**config.mk**
```make
export PLATFORM = sky130hd
export DESIGN_NAME = terminal_arbiter
export DESIGN_NICKNAME = d
export VERILOG_FILES = /design/src/rtl/terminal_arbiter_pkg.sv /design/src/rtl/terminal_arbiter_slot.sv /design/src/rtl/terminal_arbiter.sv
export SDC_FILE = /design/constraint.sdc
export NUM_CORES = 1
export LEC_CHECK = 0
export CAP_MARGIN = 0
export CORE_MARGIN = 2
export CORE_UTILIZATION = 47
export DETAILED_ROUTE_END_ITERATION = 16
export PLACE_DENSITY = 0.74
export SLEW_MARGIN = 10
export SYNTH_ARGS = -nofsm -noshare
export SYNTH_HDL_FRONTEND = slang
export SYNTH_SLANG_ARGS = --single-unit
```
**constraint.sdc**
```tcl
create_clock -name CLK -period 2.3 [get_ports CLK]
set_input_delay 0.23 -clock CLK [delete_from_list [all_inputs] [get_ports CLK]]
set_output_delay 0.23 -clock CLK [all_outputs]
set_load 0.02 [all_outputs]
```
**src/rtl/terminal_arbiter_pkg.sv**
```systemverilog
// Shared types and constants for the two-station terminal arbiter.
// The slot state encoding doubles as the one-hot grant vector.
package terminal_arbiter_pkg;

  localparam int CODE_W = 3;

  typedef enum logic [1:0] {
    ST_IDLE = 2'b00,
    ST_OWN0 = 2'b01,
    ST_OWN1 = 2'b10
  } slot_state_t;

  localparam logic DST_MTX = 1'b0;
  localparam logic DST_LED = 1'b1;

  function automatic slot_state_t own_state(input logic stn);
    return stn ? ST_OWN1 : ST_OWN0;
  endfunction

  function automatic logic [CODE_W-1:0] pick_code(input logic stn,
                                                  input logic [CODE_W-1:0] c0,
                                                  input logic [CODE_W-1:0] c1);
    return stn ? c1 : c0;
  endfunction

endpackage

```
**src/rtl/terminal_arbiter_slot.sv**
```systemverilog
// Single-terminal ownership FSM: round-robin pointer, bounded hold counter
// and the function-code register forwarded to the terminal decoder.
module terminal_slot_arbiter
  import terminal_arbiter_pkg::*;
#(
  parameter int MAX_HOLD = 8
) (
  input  logic              clk,
  input  logic              rst_n,
  input  logic              req0,
  input  logic              req1,
  input  logic [CODE_W-1:0] code0,
  input  logic [CODE_W-1:0] code1,
  output logic [1:0]        gnt,
  output logic              valid,
  output logic [CODE_W-1:0] code,
  output logic              valid_nxt,
  output logic              evt,
  output logic              evt_stn
);

  localparam int CNT_W = (MAX_HOLD > 1) ? $clog2(MAX_HOLD) : 1;
  localparam logic [CNT_W-1:0] CNT_MAX = CNT_W'(MAX_HOLD - 1);

  slot_state_t       state_r, state_nxt_s;
  logic [CNT_W-1:0]  cnt_r, cnt_nxt_s;
  logic              ptr_r, ptr_nxt_s;
  logic [CODE_W-1:0] code_r, code_nxt_s;
  logic              own_stn_s, own_req_s, oth_req_s;

  assign own_stn_s = (state_r == ST_OWN1);
  assign own_req_s = own_stn_s ? req1 : req0;
  assign oth_req_s = own_stn_s ? req0 : req1;

  // Next-state, counter, pointer and code selection.
  always_comb begin
    state_nxt_s = state_r;
    cnt_nxt_s   = cnt_r;
    ptr_nxt_s   = ptr_r;
    code_nxt_s  = code_r;
    case (state_r)
      ST_IDLE: begin
        if (req0 && req1) begin
          state_nxt_s = own_state(ptr_r);
          cnt_nxt_s   = {CNT_W{1'b0}};
          ptr_nxt_s   = ~ptr_r;
          code_nxt_s  = pick_code(ptr_r, code0, code1);
        end else if (req0 || req1) begin
          state_nxt_s = own_state(req1);
          cnt_nxt_s   = {CNT_W{1'b0}};
          ptr_nxt_s   = ~req1;
          code_nxt_s  = pick_code(req1, code0, code1);
        end else begin
          cnt_nxt_s   = {CNT_W{1'b0}};
          code_nxt_s  = {CODE_W{1'b0}};
        end
      end
      ST_OWN0, ST_OWN1: begin
        if (!own_req_s) begin
          state_nxt_s = ST_IDLE;
          cnt_nxt_s   = {CNT_W{1'b0}};
          ptr_nxt_s   = ~own_stn_s;
          code_nxt_s  = {CODE_W{1'b0}};
        end else if (oth_req_s && (cnt_r == CNT_MAX)) begin
          // Hold time exhausted under contention: hand over with no idle gap.
          state_nxt_s = own_state(~own_stn_s);
          cnt_nxt_s   = {CNT_W{1'b0}};
          ptr_nxt_s   = own_stn_s;
          code_nxt_s  = pick_code(~own_stn_s, code0, code1);
        end else begin
          cnt_nxt_s   = (cnt_r == CNT_MAX) ? cnt_r : cnt_r + {{(CNT_W-1){1'b0}}, 1'b1};
          code_nxt_s  = pick_code(own_stn_s, code0, code1);
        end
      end
      default: begin
        state_nxt_s = ST_IDLE;
        cnt_nxt_s   = {CNT_W{1'b0}};
        ptr_nxt_s   = 1'b0;
        code_nxt_s  = {CODE_W{1'b0}};
      end
    endcase
  end

  // Slot state registers.
  always_ff @(posedge clk or negedge rst_n) begin
    if (!rst_n) begin
      state_r <= ST_IDLE;
      cnt_r   <= {CNT_W{1'b0}};
      ptr_r   <= 1'b0;
      code_r  <= {CODE_W{1'b0}};
    end else begin
      state_r <= state_nxt_s;
      cnt_r   <= cnt_nxt_s;
      ptr_r   <= ptr_nxt_s;
      code_r  <= code_nxt_s;
    end
  end

  assign gnt       = state_r;
  assign valid     = (state_r != ST_IDLE);
  assign code      = code_r;
  assign valid_nxt = (state_nxt_s != ST_IDLE);
  assign evt       = (state_nxt_s != ST_IDLE) && (state_nxt_s != state_r);
  assign evt_stn   = (state_nxt_s == ST_OWN1);

endmodule

```
**src/rtl/terminal_arbiter.sv**
```systemverilog
// Shares the LED matrix and LED bar between two stations; steers requests to
// the per-terminal slot arbiters and tracks which station the 7-seg shows.
module terminal_arbiter
  import terminal_arbiter_pkg::*;
#(
  parameter int MAX_HOLD = 8
) (
  input  logic              CLK,
  input  logic              RST_N,
  input  logic              REQ0,
  input  logic              DST0,
  input  logic [CODE_W-1:0] CODE0,
  input  logic              REQ1,
  input  logic              DST1,
  input  logic [CODE_W-1:0] CODE1,
  output logic [1:0]        MTX_GNT,
  output logic              MTX_VALID,
  output logic [CODE_W-1:0] MTX_CODE,
  output logic [1:0]        LED_GNT,
  output logic              LED_VALID,
  output logic [CODE_W-1:0] LED_CODE,
  output logic              SEG_SEL,
  output logic              SEG_VALID
);

  logic mtx_req0_s, mtx_req1_s, led_req0_s, led_req1_s;
  logic mtx_valid_nxt_s, mtx_evt_s, mtx_evt_stn_s;
  logic led_valid_nxt_s, led_evt_s, led_evt_stn_s;
  logic seg_sel_r, seg_valid_r;

  // A station targets exactly one terminal, so it can never own both.
  assign mtx_req0_s = REQ0 & (DST0 == DST_MTX);
  assign mtx_req1_s = REQ1 & (DST1 == DST_MTX);
  assign led_req0_s = REQ0 & (DST0 == DST_LED);
  assign led_req1_s = REQ1 & (DST1 == DST_LED);

  terminal_slot_arbiter #(.MAX_HOLD(MAX_HOLD)) u_mtx (
    .clk       (CLK),
    .rst_n     (RST_N),
    .req0      (mtx_req0_s),
    .req1      (mtx_req1_s),
    .code0     (CODE0),
    .code1     (CODE1),
    .gnt       (MTX_GNT),
    .valid     (MTX_VALID),
    .code      (MTX_CODE),
    .valid_nxt (mtx_valid_nxt_s),
    .evt       (mtx_evt_s),
    .evt_stn   (mtx_evt_stn_s)
  );

  terminal_slot_arbiter #(.MAX_HOLD(MAX_HOLD)) u_led (
    .clk       (CLK),
    .rst_n     (RST_N),
    .req0      (led_req0_s),
    .req1      (led_req1_s),
    .code0     (CODE0),
    .code1     (CODE1),
    .gnt       (LED_GNT),
    .valid     (LED_VALID),
    .code      (LED_CODE),
    .valid_nxt (led_valid_nxt_s),
    .evt       (led_evt_s),
    .evt_stn   (led_evt_stn_s)
  );

  // 7-seg selector follows the newest grant event; the matrix wins a tie.
  always_ff @(posedge CLK or negedge RST_N) begin
    if (!RST_N) begin
      seg_sel_r   <= 1'b0;
      seg_valid_r <= 1'b0;
    end else begin
      if (mtx_evt_s) begin
        seg_sel_r <= mtx_evt_stn_s;
      end else if (led_evt_s) begin
        seg_sel_r <= led_evt_stn_s;
      end else begin
        seg_sel_r <= seg_sel_r;
      end
      seg_valid_r <= mtx_valid_nxt_s | led_valid_nxt_s;
    end
  end

  assign SEG_SEL   = seg_sel_r;
  assign SEG_VALID = seg_valid_r;

endmodule

```
==> reports/summary.txt, run 1 <==
Number of synthesized flops with an enable pin -> 0
Syn avg cell area -> 9.45 sq um
Nets -> 228
Worst-Skew Late Latency -> 320 ps
Hold Fails Final Rpt -> 0
RePlAce Congestion -> 0.995
GRT Total Usage -> 23.9%
Die width -> 60.4 um
PortBufs -> 25
Core Box Area -> 0.00303 sq mm
Largest family of logic cells by synthesized area -> compound AO/OA/AOI/OAI gates
Layout cells sized above 1 -> 25.9%
Pre-CTS WS -> -111 ps
Rows -> 20
Post-Synth Adder-Cell Area -> 8.38%
Vias in the first global route -> 1402
Seq pwr share -> 24.5%
WP data required -> 2070 ps
Status -> finished, final reports clean
Pin count of the biggest net entering global routing -> 21
Worst Path Arrival -> 1950 ps
Minimum clock period -> 2180 ps
Setup_tns -> 0 ps
Proportion of synthesized area in mux cells -> 6.79%
Post-synth top flop -> dfrtp_1
Post-Route Utilization -> 68.8%
Initial core utilization -> 49.3%
Startpoint types -> flip-flop
Post-synthesis compound-gate area fraction -> 26.7%
Drt drc -> 0
Post-Place Cell Area -> 0.00194 sq mm
Clock share of power -> 12.8%
Net Sw Frac -> 43.0%
Top cells by count, synth -> 20 x dfrtp_1, 17 x nor2_1, 11 x nand2_1
Power Dens Cells -> 1120 mW/mm^2
Htree depth -> 1
1st-pass router iterations -> 4
P_int -> 1.33 mW
Fin worst setup slack -> 120 ps
Routed WL per cell -> 15.4 um
Slew HR -> 71.4%
Xor/xnor share of the synthesized area -> 1.76%
Antenna cells -> 0
Internal reg-to-reg setup slack -> 120 ps
Fin. max-slew vios -> 0
Synth top area share -> 33.5%
Leak Pwr -> 0.906 nW
Simple-Gate Fraction of Synth Area -> 18.5%
Syn nets -> 180
Final setup vio count -> 0
Total CTS buffers -> 3
Seq cells post-synth -> 20
Critical Path End Type -> output port
Die Y-Extent -> 60.4 um
Mapped Cells -> 158
Synth warn -> 0
Clock Path Buffers -> 2
Sequential element share of the synthesized area -> 33.5%
Root Buffer Master -> clkbuf_4
Die area -> 0.00364 sq mm
Top-count cell post-synth -> dfrtp_1
Vias per cell -> 5.64
Fin crit share -> 94.8%
Synth cell types -> 44
CTS tree -> done
Drt initial violations -> 70
# IOs -> 26
Grt total ovfl -> 0
Clock sink total -> 20
Vias -> 1405
MaxCap Viol Count -> 0
HP Class -> input pin to asynchronous set/reset pin
Clk_skew -> 4.02 ps
First-pass GRT wire length -> 6510 um
Synth area leader -> dfrtp_1
Asr flop ratio synth -> 100%
CP max FO -> 6
Layout area overhead -> 39.5%
HPWL Detailed -> 2980 um
Total Power -> 2.34 mW
Area contributors post-synth -> dfrtp_1 34%, ha_1 8.4%, mux2i_1 6.0%
Initial antenna violation count -> 0
Switching Power -> 1.00 mW
Worst-path clk slew -> 120 ps
Final WL -> 3840 um
Finished layout cell area -> 0.00208 sq mm
FMAX -> 459 MHz
Final ANT Viol Nets -> 0
Area of the mapped netlist -> 0.00149 sq mm
CP Class -> flip-flop to output port
Power share of the combinational group -> 62.7%
Max VDD drop -> 0.000607 V
Worst Tran Pin Value -> 429 ps
## final timing paths
check | to | depth (start not counted) | start
setup / recovery | MTX_VALID | 4 | u_mtx.gnt[1]
hold / removal | SEG_VALID | 2 | RST_N
setup reg to reg | SEG_SEL | 7 | u_mtx.gnt[1]
hold reg to reg | u_led.cnt_r[1] | 2 | u_led.cnt_r[1]
max in group asynchronous | u_led.gnt[1] | 2 | RST_N
min in group CLK | u_led.cnt_r[1] | 2 | u_led.cnt_r[1]
## layout by cell type, fill, tap and decap left out, types with 5 or more instances in the layout
cell type,count
inv_1,6
buf_4,24
nand3_1,5
dfrtp_1,18
clkdlybuf4s50_1,24
a22oi_1,7
nor2_1,17
mux2i_1,9
nand2_1,11
o21ai_0,5
o22a_1,6
a21oi_1,8
ha_1,5
## flip-flops by register name, summed over array words and instances (netlist names)
| name | flops |
|---|---|
| u_led.ptr_r | 1 |
| u_mtx.cnt_r | 3 |
| u_mtx.ptr_r | 1 |
| SEG_VALID | 1 |
| u_led.code | 3 |
| u_mtx.code | 3 |
| u_mtx.gnt | 2 |
| u_led.cnt_r | 3 |
| u_led.gnt | 2 |
| SEG_SEL | 1 |
## layer usage
layer	up-vias	wire (um)	global-route usage [%]
met1	674	1770	32.0
met3	6	181	4.26
met2	37	1840	39.3
met5	-	0	0
met4	0	54	7.30
li1	688	-	-
## cell type report
type | instances | area [sq um]
Clock buffer | 3 | 22.5
Clock inverter | 1 | 30.0
Fill cell | 235 | 946
Inverter | 8 | 30.0
Multi-Input combinational cell | 124 | 1010
Sequential cell | 20 | 503
Tap cell | 44 | 55.1
Timing Repair Buffer | 49 | 433
## logic make-up (layout without fill, tap and decap cells)
family,count (synthesis),count (layout)
adders and majority gates,10,10
and+or+nand+nor,50,50
xor gates and xnor gates,3,3
DFF,20,20
AOI/OAI and AO/OA,51,51
muxes,10,10
buffers and inverters,14,61
## metrics by stage
step,std cells,hold WS [ps]
after detailed placement,244,528
final,249,236
after global routing,249,272
after global placement,244,510
after floorplan,158,-65.6
after CTS,248,237
## worst max-delay path, cell delays in order (launching register included)
cell,delay (ps)
dfrtp_1,480
inv_1,130
ha_1,230
inv_1,160
clkdlybuf4s50_1,640
## power groups by stage
stage	combinational, mW	clock, mW	sequential [mW]
after floorplan	0.744	0	0.665
after global placement	1.34	0	0.564
after detailed placement	1.37	0	0.567
after CTS	1.39	0.306	0.559
after global routing	1.60	0.323	0.586
final	1.47	0.298	0.572
## what timing repair did
| action | in CTS | in global routing |
|---|---|---|
| buffers inserted | 0 | 1 |
| setup endpoints to repair | 1 | 6 |
| pin swaps | 0 | 5 |
| gates resized for setup | 1 | 17 |
| hold buffers | 0 | 0 |
(Power assumes the default switching activity.)
==> run 2: changes to the inputs <==
==> constraint.sdc (replaced) <==
create_clock -name CLK -period 1.8 [get_ports CLK]
set_input_delay 0.18 -clock CLK [delete_from_list [all_inputs] [get_ports CLK]]
set_output_delay 0.18 -clock CLK [all_outputs]
set_load 0.02 [all_outputs]
==> run 2 against run 1 <==
  * The run now ends with setup timing left
  * Die area stayed put
  * Clock power is 28% higher
  * Clock skew up 1.4 ps
  * Core utilization up 16 points
  * Power is 62% higher
  * Sequential share of layout area down 4.5 points
  * Critical endpoint is now SEG_SEL
  * Cell count up 18%
  * Sequential cell count unchanged
  * Sequential power grew 29%
  * Hold slack got worse by 41 ps
  * Via count grew 21%
  * Cell area is 23% higher
==> reports/summary.txt, run 2 (synthesized netlist as in run 1, its figures left out) <==
Status -> finished, violations left
Failing checks -> setup timing
Placed Cells incl. Taps -> 275
Pin count of the biggest net entering global routing -> 21
Slew HR -> 76.9%
Leak Pwr -> 1.15 nW
Most frequent cells in the layout -> 64 x buf_4, 23 x clkdlybuf4s50_1, 16 x dfrtp_1, 13 x nor2_1
Layout area overhead -> 72.2%
Routed WL per cell -> 17.5 um
Final setup vio count -> 12
CP max FO -> 4
WP depth -> 9
CP Class -> flip-flop to flip-flop
MaxCap Viol Count -> 0
Critical path origin -> u_mtx.cnt_r[1]
Worst Path Arrival -> 2400 ps
Grt total ovfl -> 0
Drt initial violations -> 117
Die width -> 60.4 um
Most used routing layer -> met2
Commonest non-fill, non-tap cell in the layout -> buf_4
Initial core utilization -> 49.3%
Hold buffer count at CTS -> 0
Worst R2R Path Depth -> 9
HP Class -> input pin to asynchronous set/reset pin
Max VDD drop -> 0.000801 V
Critical Path End Type -> flip-flop
Core Box Area -> 0.00303 sq mm
HPWL Detailed -> 3370 um
Clock Path Buffers -> 2
Worst-path clk slew -> 130 ps
Internal reg-to-reg setup slack -> -390 ps
FMAX -> 457 MHz
Die area -> 0.00364 sq mm
Clk_skew -> 5.38 ps
1st-pass router iterations -> 5
RSZ-0062 raised after global routing -> yes
Final ANT Viol Nets -> 0
Drt drc -> 0
Pre-CTS WS -> -566 ps
GRT Total Usage -> 28.6%
PortBufs -> 25
Non-filler instance count after layout -> 294
Reg2Reg Launch Point -> u_mtx.cnt_r[1]
Rows -> 20
Clock sink total -> 20
Worst Tran Pin Value -> 343 ps
Top delay family on crit path -> simple AND/OR/NAND/NOR gates
Final WL -> 5150 um
Die Y-Extent -> 60.4 um
Vias -> 1702
Vias per cell -> 5.79
Total CTS buffers -> 3
Minimum clock period -> 2190 ps
Power Dens Cells -> 1470 mW/mm^2
Htree depth -> 1
CP cell instances -> ha_2, ha_4, inv_2, a211oi_4, buf_4, o211ai_2, and4_1, or4_1, a32o_1
Critical path's slowest cell -> dfrtp_1
Startpoint types -> flip-flop
Met3 Track Usage GR -> 2.77%
Fin crit share -> 122%
Initial antenna violation count -> 0
R2R Path End -> SEG_SEL
Worst-Skew Late Latency -> 310 ps
Fin worst setup slack -> -389 ps
CP max stage delay -> 400 ps
Hold Fails Final Rpt -> 0
Grt met1 use -> 35.4%
Layout cells sized above 1 -> 46.8%
Nets -> 273
Vias in the first global route -> 1645
First-pass GRT wire length -> 7740 um
# IOs -> 26
Root Buffer Master -> clkbuf_4
GR Util met2 -> 51.1%
Fin. max-slew vios -> 0
WP data required -> 2010 ps
RePlAce Congestion -> 0.922
CTS tree -> done
Antenna cells -> 0
Crit path buf inv count -> 2
[run 2: cell types whose count changed in the layout (fill, tap and decap cells not counted), sizes merged]
| cell | previous run | this run |
|---|---|---|
| buf | 24 | 69 |
| clkbuf | 3 | 4 |
| clkdlybuf4s15 | 0 | 1 |
| clkdlybuf4s50 | 24 | 23 |
| dlymetal6s2s | 1 | 0 |
[run 2: layout make-up]
| type | instances | area, sq um |
|---|---|---|
| repair buffers | 94 | 782 |
| clock buffers | 3 | 22.5 |
| clock inverters | 1 | 30.0 |
| well taps | 44 | 55.1 |
| inverters | 8 | 32.5 |
| flip-flops and latches | 20 | 505 |
| fillers | 164 | 458 |
| multi-input cells | 124 | 1140 |
[run 2: power breakdown]
group	internal, mW	switching (mW)
logic	1.37	1.30
clock network	0.225	0.155
registers	0.606	0.132
[run 2: per-layer routing]
metal | vias up | part of all wire (%) | wire (um)
met4 | 0 | 2.5 | 127
met1 | 825 | 40 | 2070
met5 | - | 0 | 0
li1 | 775 | - | -
met3 | 19 | 5.9 | 306
met2 | 83 | 51 | 2650
[run 2: worst max-delay path by stage]
stage,endpoint,slack [ps]
after CTS,SEG_SEL,-300
final,SEG_SEL,-390
after detailed placement,SEG_VALID,-570
after global placement,SEG_SEL,-450
after floorplan,SEG_SEL,-300
after global routing,SEG_SEL,-450
[run 2: metrics by stage]
stage | power (mW) | util (%) | setup TNS, ps | instance area, sq um | hold slack, ps
2_1_floorplan | 1.86 | - | -1000 | 1560 | -116
3_3_place_gp | 2.86 | 73.3 | -2120 | 2220 | 512
3_5_place_dp | 2.93 | 73.3 | -2950 | 2220 | 522
4_1_cts | 3.55 | 80.9 | -739 | 2450 | 208
5_1_grt | 3.99 | 84.9 | -1990 | 2570 | 210
6_report | 3.78 | 84.9 | -1130 | 2570 | 195
[run 2: what timing repair did]
item,in CTS,in global routing
gates resized for setup,27,19
setup buffers,7,8
gates cloned,0,0
endpoints found under the setup margin,15,15
pin swaps,9,9
==> run 3: changes to the inputs <==
--- a/config.mk
+++ b/config.mk
@@ -7,10 +7,11 @@
 export LEC_CHECK = 0
 export CAP_MARGIN = 0
 export CORE_MARGIN = 2
-export CORE_UTILIZATION = 47
+export CORE_UTILIZATION = 53
 export DETAILED_ROUTE_END_ITERATION = 16
-export PLACE_DENSITY = 0.74
+export PLACE_DENSITY = 0.78
 export SLEW_MARGIN = 10
 export SYNTH_ARGS = -nofsm -noshare
 export SYNTH_HDL_FRONTEND = slang
+export SYNTH_HIERARCHICAL = 1
 export SYNTH_SLANG_ARGS = --single-unit
==> constraint.sdc (replaced) <==
create_clock -name CLK -period 2.4 [get_ports CLK]
set_input_delay 0.24 -clock CLK [delete_from_list [all_inputs] [get_ports CLK]]
set_output_delay 0.24 -clock CLK [all_outputs]
set_load 0.02 [all_outputs]
==> run 3 against run 2 <==
  * The run now ends clean
  * Critical endpoint unchanged
  * Sequential power decreased by 27%
  * Sequential share of layout area increased by 6.8 points
  * Wire length decreased by 28%
  * Largest cell class unchanged
  * Combinational power decreased by 53%
  * Fmax decreased by 3.9%
  * Cell area decreased by 26%
  * Critical path type unchanged
  * Register-to-register slack improved by 510 ps
  * Count of clock-buffer cells in the layout increased by 1
  * Die area decreased by 5.9%
==> reports/summary.txt, run 3 <==
Status -> finished, final reports clean
RSZ-0062 raised after global routing -> no
Postcts setup bufs -> 0
Post-synth top flop -> dfrtp_1
Routed WL per cell -> 15.9 um
Hold slack -> 259 ps
CP cell instances -> inv_1, ha_1, nand4b_1, o22ai_1, or2_1, nand2_1, inv_2, o21ai_1, o2bb2ai_1, mux2i_1, o21ai_1
Post-Synth Adder-Cell Area -> 7.94%
Drt initial violations -> 91
Crit-path most repeated cell -> o21ai_1
PortBufs -> 25
Pin count of the biggest net entering global routing -> 21
Fin. max-slew vios -> 0
Top-count cell post-synth -> dfrtp_1
CP max stage delay -> 480 ps
Sequential element share of the synthesized area -> 31.7%
Core Box Area -> 0.00278 sq mm
Reg area -> 502 sq um
Die area -> 0.00343 sq mm
R2R Path End -> SEG_SEL
Mapped Cells -> 173
Fin crit share -> 94.9%
Vias per cell -> 6.07
Critical Path End Type -> flip-flop
Final ANT Viol Nets -> 0
Drt drc -> 0
Initial core utilization -> 56.7%
HPWL Detailed -> 2830 um
Antenna cells -> 0
Clk_skew -> 2.11 ps
Area of the mapped netlist -> 0.00158 sq mm
Asr flop ratio synth -> 100%
Top cells by count, synth -> 20 x dfrtp_1, 18 x nor2_1, 12 x nand2_1
CP max FO -> 6
Commonest non-fill, non-tap cell in the layout -> clkdlybuf4s50_1
Rows -> 19
Initial antenna violation count -> 0
Clock Path Buffers -> 2
Clock sink total -> 20
FMAX -> 439 MHz
Multi-input logic area -> 981 sq um
Worst Path Arrival -> 2490 ps
Max VDD drop -> 0.00100 V
Vias -> 1415
Slew HR -> 67.5%
Critical path's slowest cell -> dfrtp_1
Worst Tran Pin Value -> 482 ps
# fillers -> 235
Layout cells sized above 1 -> 15.8%
Worst R2R Path Depth -> 11
Final setup vio count -> 0
Total CTS buffers -> 3
Number of synthesized flops with an enable pin -> 0
Minimum clock period -> 2280 ps
Nets -> 225
Syn nets -> 195
1st-pass router iterations -> 4
MaxCap Viol Count -> 0
Htree depth -> 1
Largest family of logic cells by synthesized area -> compound AO/OA/AOI/OAI gates
Grt total ovfl -> 0
Top delay family on crit path -> simple AND/OR/NAND/NOR gates
Crit path buf inv count -> 2
Hold buffer count at CTS -> 0
Leak Pwr -> 0.873 nW
HP Class -> input pin to asynchronous set/reset pin
Xor/xnor share of the synthesized area -> 1.11%
WP data required -> 2610 ps
Most frequent cells in the layout -> 25 x clkdlybuf4s50_1, 19 x dfrtp_1, 18 x nor2_1, 12 x nand2_1, 11 x mux2i_1
CTS tree -> done
First-pass GRT wire length -> 6490 um
Proportion of synthesized area in mux cells -> 8.65%
Startpoint types -> flip-flop
Layout area overhead -> 20.4%
CP Class -> flip-flop to flip-flop
Vias in the first global route -> 1454
# IOs -> 26
Root Buffer Master -> clkbuf_4
Final WL -> 3720 um
Simple-Gate Fraction of Synth Area -> 18.7%
Die width -> 58.5 um
Post-synthesis compound-gate area fraction -> 25.6%
Synth warn -> 6
Seq cells post-synth -> 20
Worst-path clk slew -> 110 ps
Internal reg-to-reg setup slack -> 120 ps
Hold Fails Final Rpt -> 0
Reg2Reg Launch Point -> u_led/gnt[1]
RePlAce Congestion -> 0.857
Die Y-Extent -> 58.5 um
CTS resizes -> 0
Syn avg cell area -> 9.11 sq um
Synth cell types -> 49
Area contributors post-synth -> dfrtp_1 32%, ha_1 7.9%, mux2i_1 7.0%
Synth area leader -> dfrtp_1
Worst-Skew Late Latency -> 310 ps
GRT Total Usage -> 24.6%
Power Dens Cells -> 1050 mW/mm^2
Post-Route Utilization -> 68.2%
Synth top area share -> 31.7%
-- run 3: cell types whose count changed in the layout (fill, tap and decap cells not counted), moves of 5 or more --
cell    before  now
ha_4         6    0
ha_1         3    8
buf_6        5    0
nor2_1      13   18
buf_4       64    6
inv_1        4   10
-- run 3: cell families (layout without fill, tap and decap cells) --
logic type | Yosys count | count (layout)
flip-flops | 20 | 20
XOR/XNOR | 2 | 2
multiplexers | 13 | 13
AND/OR/NAND/NOR | 58 | 58
adder cells (fa/ha/maj) | 10 | 10
AO/OA/AOI/OAI | 52 | 52
buffers and inverters | 18 | 47
-- run 3: layer usage --
layer / up-vias / global-route usage, % / share of wire [%]
li1: 679 / - / -
met1: 684 / 30.5 / 43
met2: 45 / 43.8 / 49
met3: 7 / 1.76 / 5.5
met4: 0 / 10.6 / 2.2
met5: - / 0 / 0
-- run 3: worst register-to-register path, delay by kind of cell (launching register included) --
family,cells,cell delay (ps)
compound gates,4,450
fa+ha+maj,1,350
buf+inv,2,160
flops,1,480
mux,1,210
simple gates,3,520
-- run 3: power by group --
group / switching [mW] / leakage (nW) / internal [mW] / total [mW]
clock: 0.108 / 0.0210 / 0.0927 / 0.201
sequential: 0.0953 / 0.261 / 0.443 / 0.538
combinational: 0.669 / 0.591 / 0.581 / 1.25
-- run 3: worst max-delay path by stage --
stage	startpoint	endpoint	slack [ps]	cells after the start
after floorplan	u_led/gnt[0]	SEG_SEL	230	9
final	u_led/gnt[1]	SEG_SEL	120	11
after global placement	DST1	SEG_SEL	50	9
after CTS	u_led/gnt[0]	SEG_SEL	70	11
after detailed placement	DST1	SEG_SEL	-70	11
after global routing	u_led/gnt[1]	SEG_SEL	10	11
-- run 3: cell type report --
| cell class | instances | share of cell area (%) |
|---|---|---|
| multi-input cells | 135 | 51.7 |
| inverters | 12 | 2.37 |
| clock buffers | 4 | 1.91 |
| repair buffers | 31 | 15.6 |
| well taps | 31 | 2.04 |
| flip-flops and latches | 20 | 26.4 |
-- run 3: metrics by stage --
| stage | std cells | setup TNS (ps) | worst slack [ps] | area [sq um] | total power, mW |
|---|---|---|---|---|---|
| 6_report | 233 | 0 | 122 | 1900 | 1.99 |
| 5_1_grt | 233 | 0 | 11.2 | 1900 | 2.15 |
| 4_1_cts | 233 | 0 | 67.7 | 1890 | 1.98 |
| 3_5_place_dp | 229 | -73.8 | -73.8 | 1860 | 1.77 |
| 3_3_place_gp | 229 | 0 | 54.8 | 1860 | 1.74 |
| 2_1_floorplan | 173 | 0 | 232 | 1580 | 1.40 |
==> variant 1: new RTL, settings of run 1 <==
`MAX_HOLD` is set to 8 in 2 places; all go to 16.
--- a/src/rtl/terminal_arbiter_slot.sv
+++ b/src/rtl/terminal_arbiter_slot.sv
@@ -3,7 +3,7 @@
 module terminal_slot_arbiter
   import terminal_arbiter_pkg::*;
 #(
-  parameter int MAX_HOLD = 8
+  parameter int MAX_HOLD = 16
 ) (
   input  logic              clk,
   input  logic              rst_n,
--- a/src/rtl/terminal_arbiter.sv
+++ b/src/rtl/terminal_arbiter.sv
@@ -3,7 +3,7 @@
 module terminal_arbiter
   import terminal_arbiter_pkg::*;
 #(
-  parameter int MAX_HOLD = 8
+  parameter int MAX_HOLD = 16
 ) (
   input  logic              CLK,
   input  logic              RST_N,
Behaviour: not the same (a bounded check fails within 10 cycles, from zero or initial values and one cycle with RST_N low).
==> variant 1 against run 1 <==
Critical path depth rose by 4; area after synthesis grew 8.6%; hold slack worse by 0.0032 ns; routed wire length up 6.5%; setup slack better by 0.032 ns; total power up 1.3%; design area decreased by 0.78%; sequential cell count increased by 2; via count increased by 14%; sequential power grew 3%; largest power group unchanged; highest routed layer unchanged.
==> variant 1: results (changes against run 1) <==
setup_path:
  reg2reg_to: "SEG_SEL"  # unchanged
  max_stage_delay_ns: 0.46  # was 0.64 ns
  crit_fanout: 6  # unchanged
  reg2regPathDepth: 8  # was 7
  worst_path_dominant_cell_family: "simple AND/OR/NAND/NOR gates"  # was buffers and inverters
  endpoint_kind: "flop"  # was output pin
  ff2ff_setup_slack_ns: 0.15  # was 0.12 ns
  slowest_stage: "or4_1"  # was clkdlybuf4s50_1
  worst-endpoint-arrival_ns: 2.37  # was 1.95 ns
  reg2reg_from: "u_led.gnt[1]"  # was u_mtx.gnt[1]
place:
  dp.cells: 272  # was 244
  gp_congestion: 0.898  # was 0.995
  dp_hpwl_um: 3210  # was 2980 um
cells_and_area:
  nNonClkInverters: 10  # was 8
  fillers: 307  # was 235
  final_cells: 276  # was 249
  drive_above_1_share_pct: 10.9  # was 25.9%
  buffer_area_share_pct: 17.2  # was 20.8%
  clk_share_pct: 2.54  # was 2.52%
  register_area_sq_um: 551  # was 503 sq um
  reg.largest.list: "u_led.cnt_r x4, u_mtx.cnt_r x4"
  nets: 251  # was 228
  multi_input_area_sq_um: 1010  # about the same
  non_clock_buffer_count: 39  # was 49
  multi_input_cells: 155  # was 124
timing:
  fin_skew_ns: 0.00725  # was 0.00402 ns
  timing.fmax_mhz: 466  # was 459 MHz
  max_slew_margin_pct: 76.6  # was 71.4%
power_and_ir_drop:
  pwr-share-comb_pct: 62.0  # was 62.7%
  vdd_drop_max_mv: 0.564  # was 0.607 mV
  p_switching_w: 0.00101  # was 0.00100 W
  leakage_nw: 0.897  # was 0.906 nW
  power_frac_seq_pct: 24.9  # was 24.5%
clocking:
  cts_resized: 0  # was 1
  clk_pin_slew_worst_paths_ns: 0.14  # was 0.12 ns
  clk_latency_ns: 0.32  # about the same
synthesis:
  synth_compound_area_share_pct: 23.7  # was 26.7%
  synth_cell_types: 44  # unchanged
  syn_nets: 212  # was 180
  synth_xor_area_share_pct: 1.08  # was 1.76%
  synthAdderAreaFrac_pct: 6.17  # was 8.38%
  syn_avg_cell_area_sq_um: 8.45  # was 9.45 sq um
  seq_area_frac_synth_pct: 34.0  # was 33.5%
  muxShareOfSynthArea_pct: 5.63  # was 6.79%
  synth_edf_count: 0  # unchanged
  netlist_top_cells_area: "dfrtp_1 34%, ha_1 6.2%, nor2_1 5.1%"  # was dfrtp_1 34%, ha_1 8.4%, mux2i_1 6.0%
  ys_seq_elements: 22  # was 20
  netlist_top_cells_count: "22 x dfrtp_1, 22 x nor2_1, 19 x nand2_1, 13 x nand3_1, 10 x inv_1"  # was 20 x dfrtp_1, 17 x nor2_1, 11 x nand2_1, 10 x ha_1
detailed_routing:
  totalWireLength_um: 4090  # was 3840 um
  viasPerCell: 5.81  # was 5.64
  route.detailed.drc: 0  # unchanged
  drt_iter0_markers: 119  # was 70
global_routing:
  grt_pass1_vias: 1584  # was 1402
  grt.total_usage_pct: 22.3  # was 23.9%
  grt_pass1_wl_um: 7180  # was 6510 um
  grt_max_degree: 23  # was 21
outcome:
  status: "complete, no violations"  # unchanged
variant 1: stage by stage:
stage / area (sq um) / setup WS (ns) / hold slack (ns) / power [W] / util, %
CTS: 2060 / 0.126 / 0.251 / 0.00236 / 61.7
detailed placement: 2010 / 0.0342 / 0.543 / 0.00204 / 60.1
global route: 2070 / 0.0189 / 0.250 / 0.00255 / 61.9
global placement: 2010 / 0.0802 / 0.539 / 0.00201 / 60.1
finish: 2070 / 0.152 / 0.233 / 0.00237 / 61.9
floorplan: 1620 / 0.0382 / -0.0656 / 0.00150 / -
variant 1: layer usage:
metal	GRT usage, %	vias up	wire length [um]
met3	3.24	8	211
met1	30.6	740	1900
met2	36.4	59	1920
li1	-	797	-
met5	0	-	0
met4	6.94	0	57
variant 1: worst reg2reg max path, cell delays in order (launching register included):
cell and delay [ns]:
dfrtp_1 0.43, inv_1 0.09, ha_2 0.39, nand4_1 0.13
or4_1 0.46, nand2_1 0.09, a31oi_1 0.08, a222oi_1 0.31
nor2_1 0.08
==> variant 2: new RTL, config.mk and constraints of run 1 <==
Made on the original files. Make the reset (`RST_N` and `rst_n`) synchronous in 2 clocked blocks.
--- a/src/rtl/terminal_arbiter_slot.sv
+++ b/src/rtl/terminal_arbiter_slot.sv
@@ -82,7 +82,7 @@
   end
 
   // Slot state registers.
-  always_ff @(posedge clk or negedge rst_n) begin
+  always_ff @(posedge clk) begin
     if (!rst_n) begin
       state_r <= ST_IDLE;
       cnt_r   <= {CNT_W{1'b0}};
--- a/src/rtl/terminal_arbiter.sv
+++ b/src/rtl/terminal_arbiter.sv
@@ -65,7 +65,7 @@
   );
 
   // 7-seg selector follows the newest grant event; the matrix wins a tie.
-  always_ff @(posedge CLK or negedge RST_N) begin
+  always_ff @(posedge CLK) begin
     if (!RST_N) begin
       seg_sel_r   <= 1'b0;
       seg_valid_r <= 1'b0;
Formal check against the unedited RTL: differs if RST_N is asserted again (counterexample within 4 cycles, from zero or initial values and one cycle with RST_N low); with RST_N held inactive, the same outputs for 10 cycles.
==> variant 2 against run 1 <==
Design area is 1.0% higher; die area is 1.2% higher; area after synthesis is 1.3% higher; largest cell class unchanged; setup slack better by 0.0085 ns; critical endpoint is now SEG_SEL; sequential cell count stayed put; routed wire length is 8.6% higher.
Power is not compared: it rests on default switching activity, and its combinational part moved more than twofold at a synthesized area within 25%.
==> variant 2: results (changes against run 1) <==
global_routing:
  grt.total_usage_pct: 24.5  # was 23.9%
  grt_max_degree: 13  # was 21
  grt_pass1_wl_um: 6840  # was 6510 um
  use_met1_pct: 31.9  # was 32.0%
  met2_usage_pct: 42.4  # was 39.3%
  grt_pass1_vias: 1505  # was 1402
  grt_use_met3_pct: 3.20  # was 4.26%
clocking:
  clk_latency_ns: 0.31
cells_and_area:
  fillers: 258  # was 235
  drive_above_1_share_pct: 23.3  # was 25.9%
  nets: 259  # was 228
setup_path:
  ff2ff_setup_slack_ns: 0.13
  reg2reg_from: "u_led.gnt[0]"  # was u_mtx.gnt[1]
  reg2regPathDepth: 8  # was 7
  max_stage_delay_ns: 0.52  # was 0.64 ns
  crit_fanout: 7  # was 6
  worst_path_dominant_cell_family: "compound AO/OA/AOI/OAI gates"  # was buffers and inverters
  slowest_stage: "or4b_1"  # was clkdlybuf4s50_1
  endpoint: "SEG_SEL"  # was MTX_VALID
  worst-endpoint-arrival_ns: 2.41  # was 1.95 ns
power_and_ir_drop:
  p_switching_w: 0.000335
  p_clk_share_pct: 27.6
synthesis:
  seq_area_frac_synth_pct: 26.5  # was 33.5%
  netlist_top_cells_area: "dfxtp_1 26%, ha_1 8.3%, nor2_1 6.7%"  # was dfrtp_1 34%, ha_1 8.4%, mux2i_1 6.0%
  syn_nets: 207  # was 180
  synth-main-ff-cell: "dfxtp_1"  # was dfrtp_1
  synth_cell_types: 51  # was 44
  async_flop_share_pct: 0  # was 100%
  netlist_top_cells_count: "27 x nor2_1, 20 x dfxtp_1, 11 x a21oi_1, 10 x ha_1"  # was 20 x dfrtp_1, 17 x nor2_1, 11 x nand2_1, 10 x ha_1
place:
  gp_congestion: 0.882  # was 0.995
  dp_hpwl_um: 3310  # was 2980 um
  io_buffers: 25  # unchanged
detailed_routing:
  drt_iter0_markers: 92  # was 70
  route.detailed.drc: 0  # unchanged
  via_count: 1577  # was 1405
  totalWireLength_um: 4170  # was 3840 um
worst_hold_path:
  hold_path.class: "flop to flop"  # was input port to async pin
timing:
  worst_pin_slew_ns: 0.558  # was 0.429 ns
  timing.hold.ws_ns: 0.517  # was 0.236 ns
outcome:
  status: "complete, no violations"  # unchanged
## variant 2: worst min-delay path: cells and delay by family, from the launching register on
family | cells | cell delay [ns]
simple gates | 1 | 0.07
xor+xnor | 1 | 0.06
flops | 1 | 0.36
## variant 2: metal layers
metal  vias to the layer above  routed length, um
met1                       737               1810
met4                         0                 38
li1                        775                  -
met5                         -                  0
met2                        59               2100
met3                         6                224
## variant 2: per-stage QoR
stage                     util (%)  total power [W]  std cells  area [sq um]  setup slack, ns
after floorplan                  -         0.000607        185          1510           0.0492
after global placement        65.5         0.000761        275          2000          -0.0407
after detailed placement      65.5         0.000769        275          2000           -0.135
after CTS                     67.3          0.00106        279          2050           0.0140
after global routing          68.9          0.00113        280          2100           0.0263
final                         68.9          0.00108        280          2100            0.129
## variant 2: cell type report
| type | instances | area share [%] |
|---|---|---|
| sequential | 20 | 19.2 |
| clock buffer | 3 | 1.07 |
| clock inverter | 1 | 1.43 |
| tap | 44 | 2.62 |
| timing repair buffer | 56 | 23.6 |
| multi-input combinational | 147 | 50.5 |
| inverter | 9 | 1.61 |
## variant 2: logic make-up after synthesis
family                   Yosys count  share of synthesized area, %
XOR/XNOR                           5                          2.90
multiplexers                      10                          6.71
AND/OR/NAND/NOR                   66                          21.9
adder cells (fa/ha/maj)           10                          8.28
flip-flops                        20                          26.5
buffers and inverters             18                          5.96
AO/OA/AOI/OAI                     56                          27.8
## variant 2: timing repair
| action | 4_1_cts | 5_1_grt |
|---|---|---|
| pin swaps | 0 | 1 |
| setup endpoints to repair | 1 | 1 |
| gates cloned | 0 | 0 |
| buffers inserted | 0 | 1 |
| gates resized for setup | 1 | 10 |
| hold buffers | 0 | 0 |
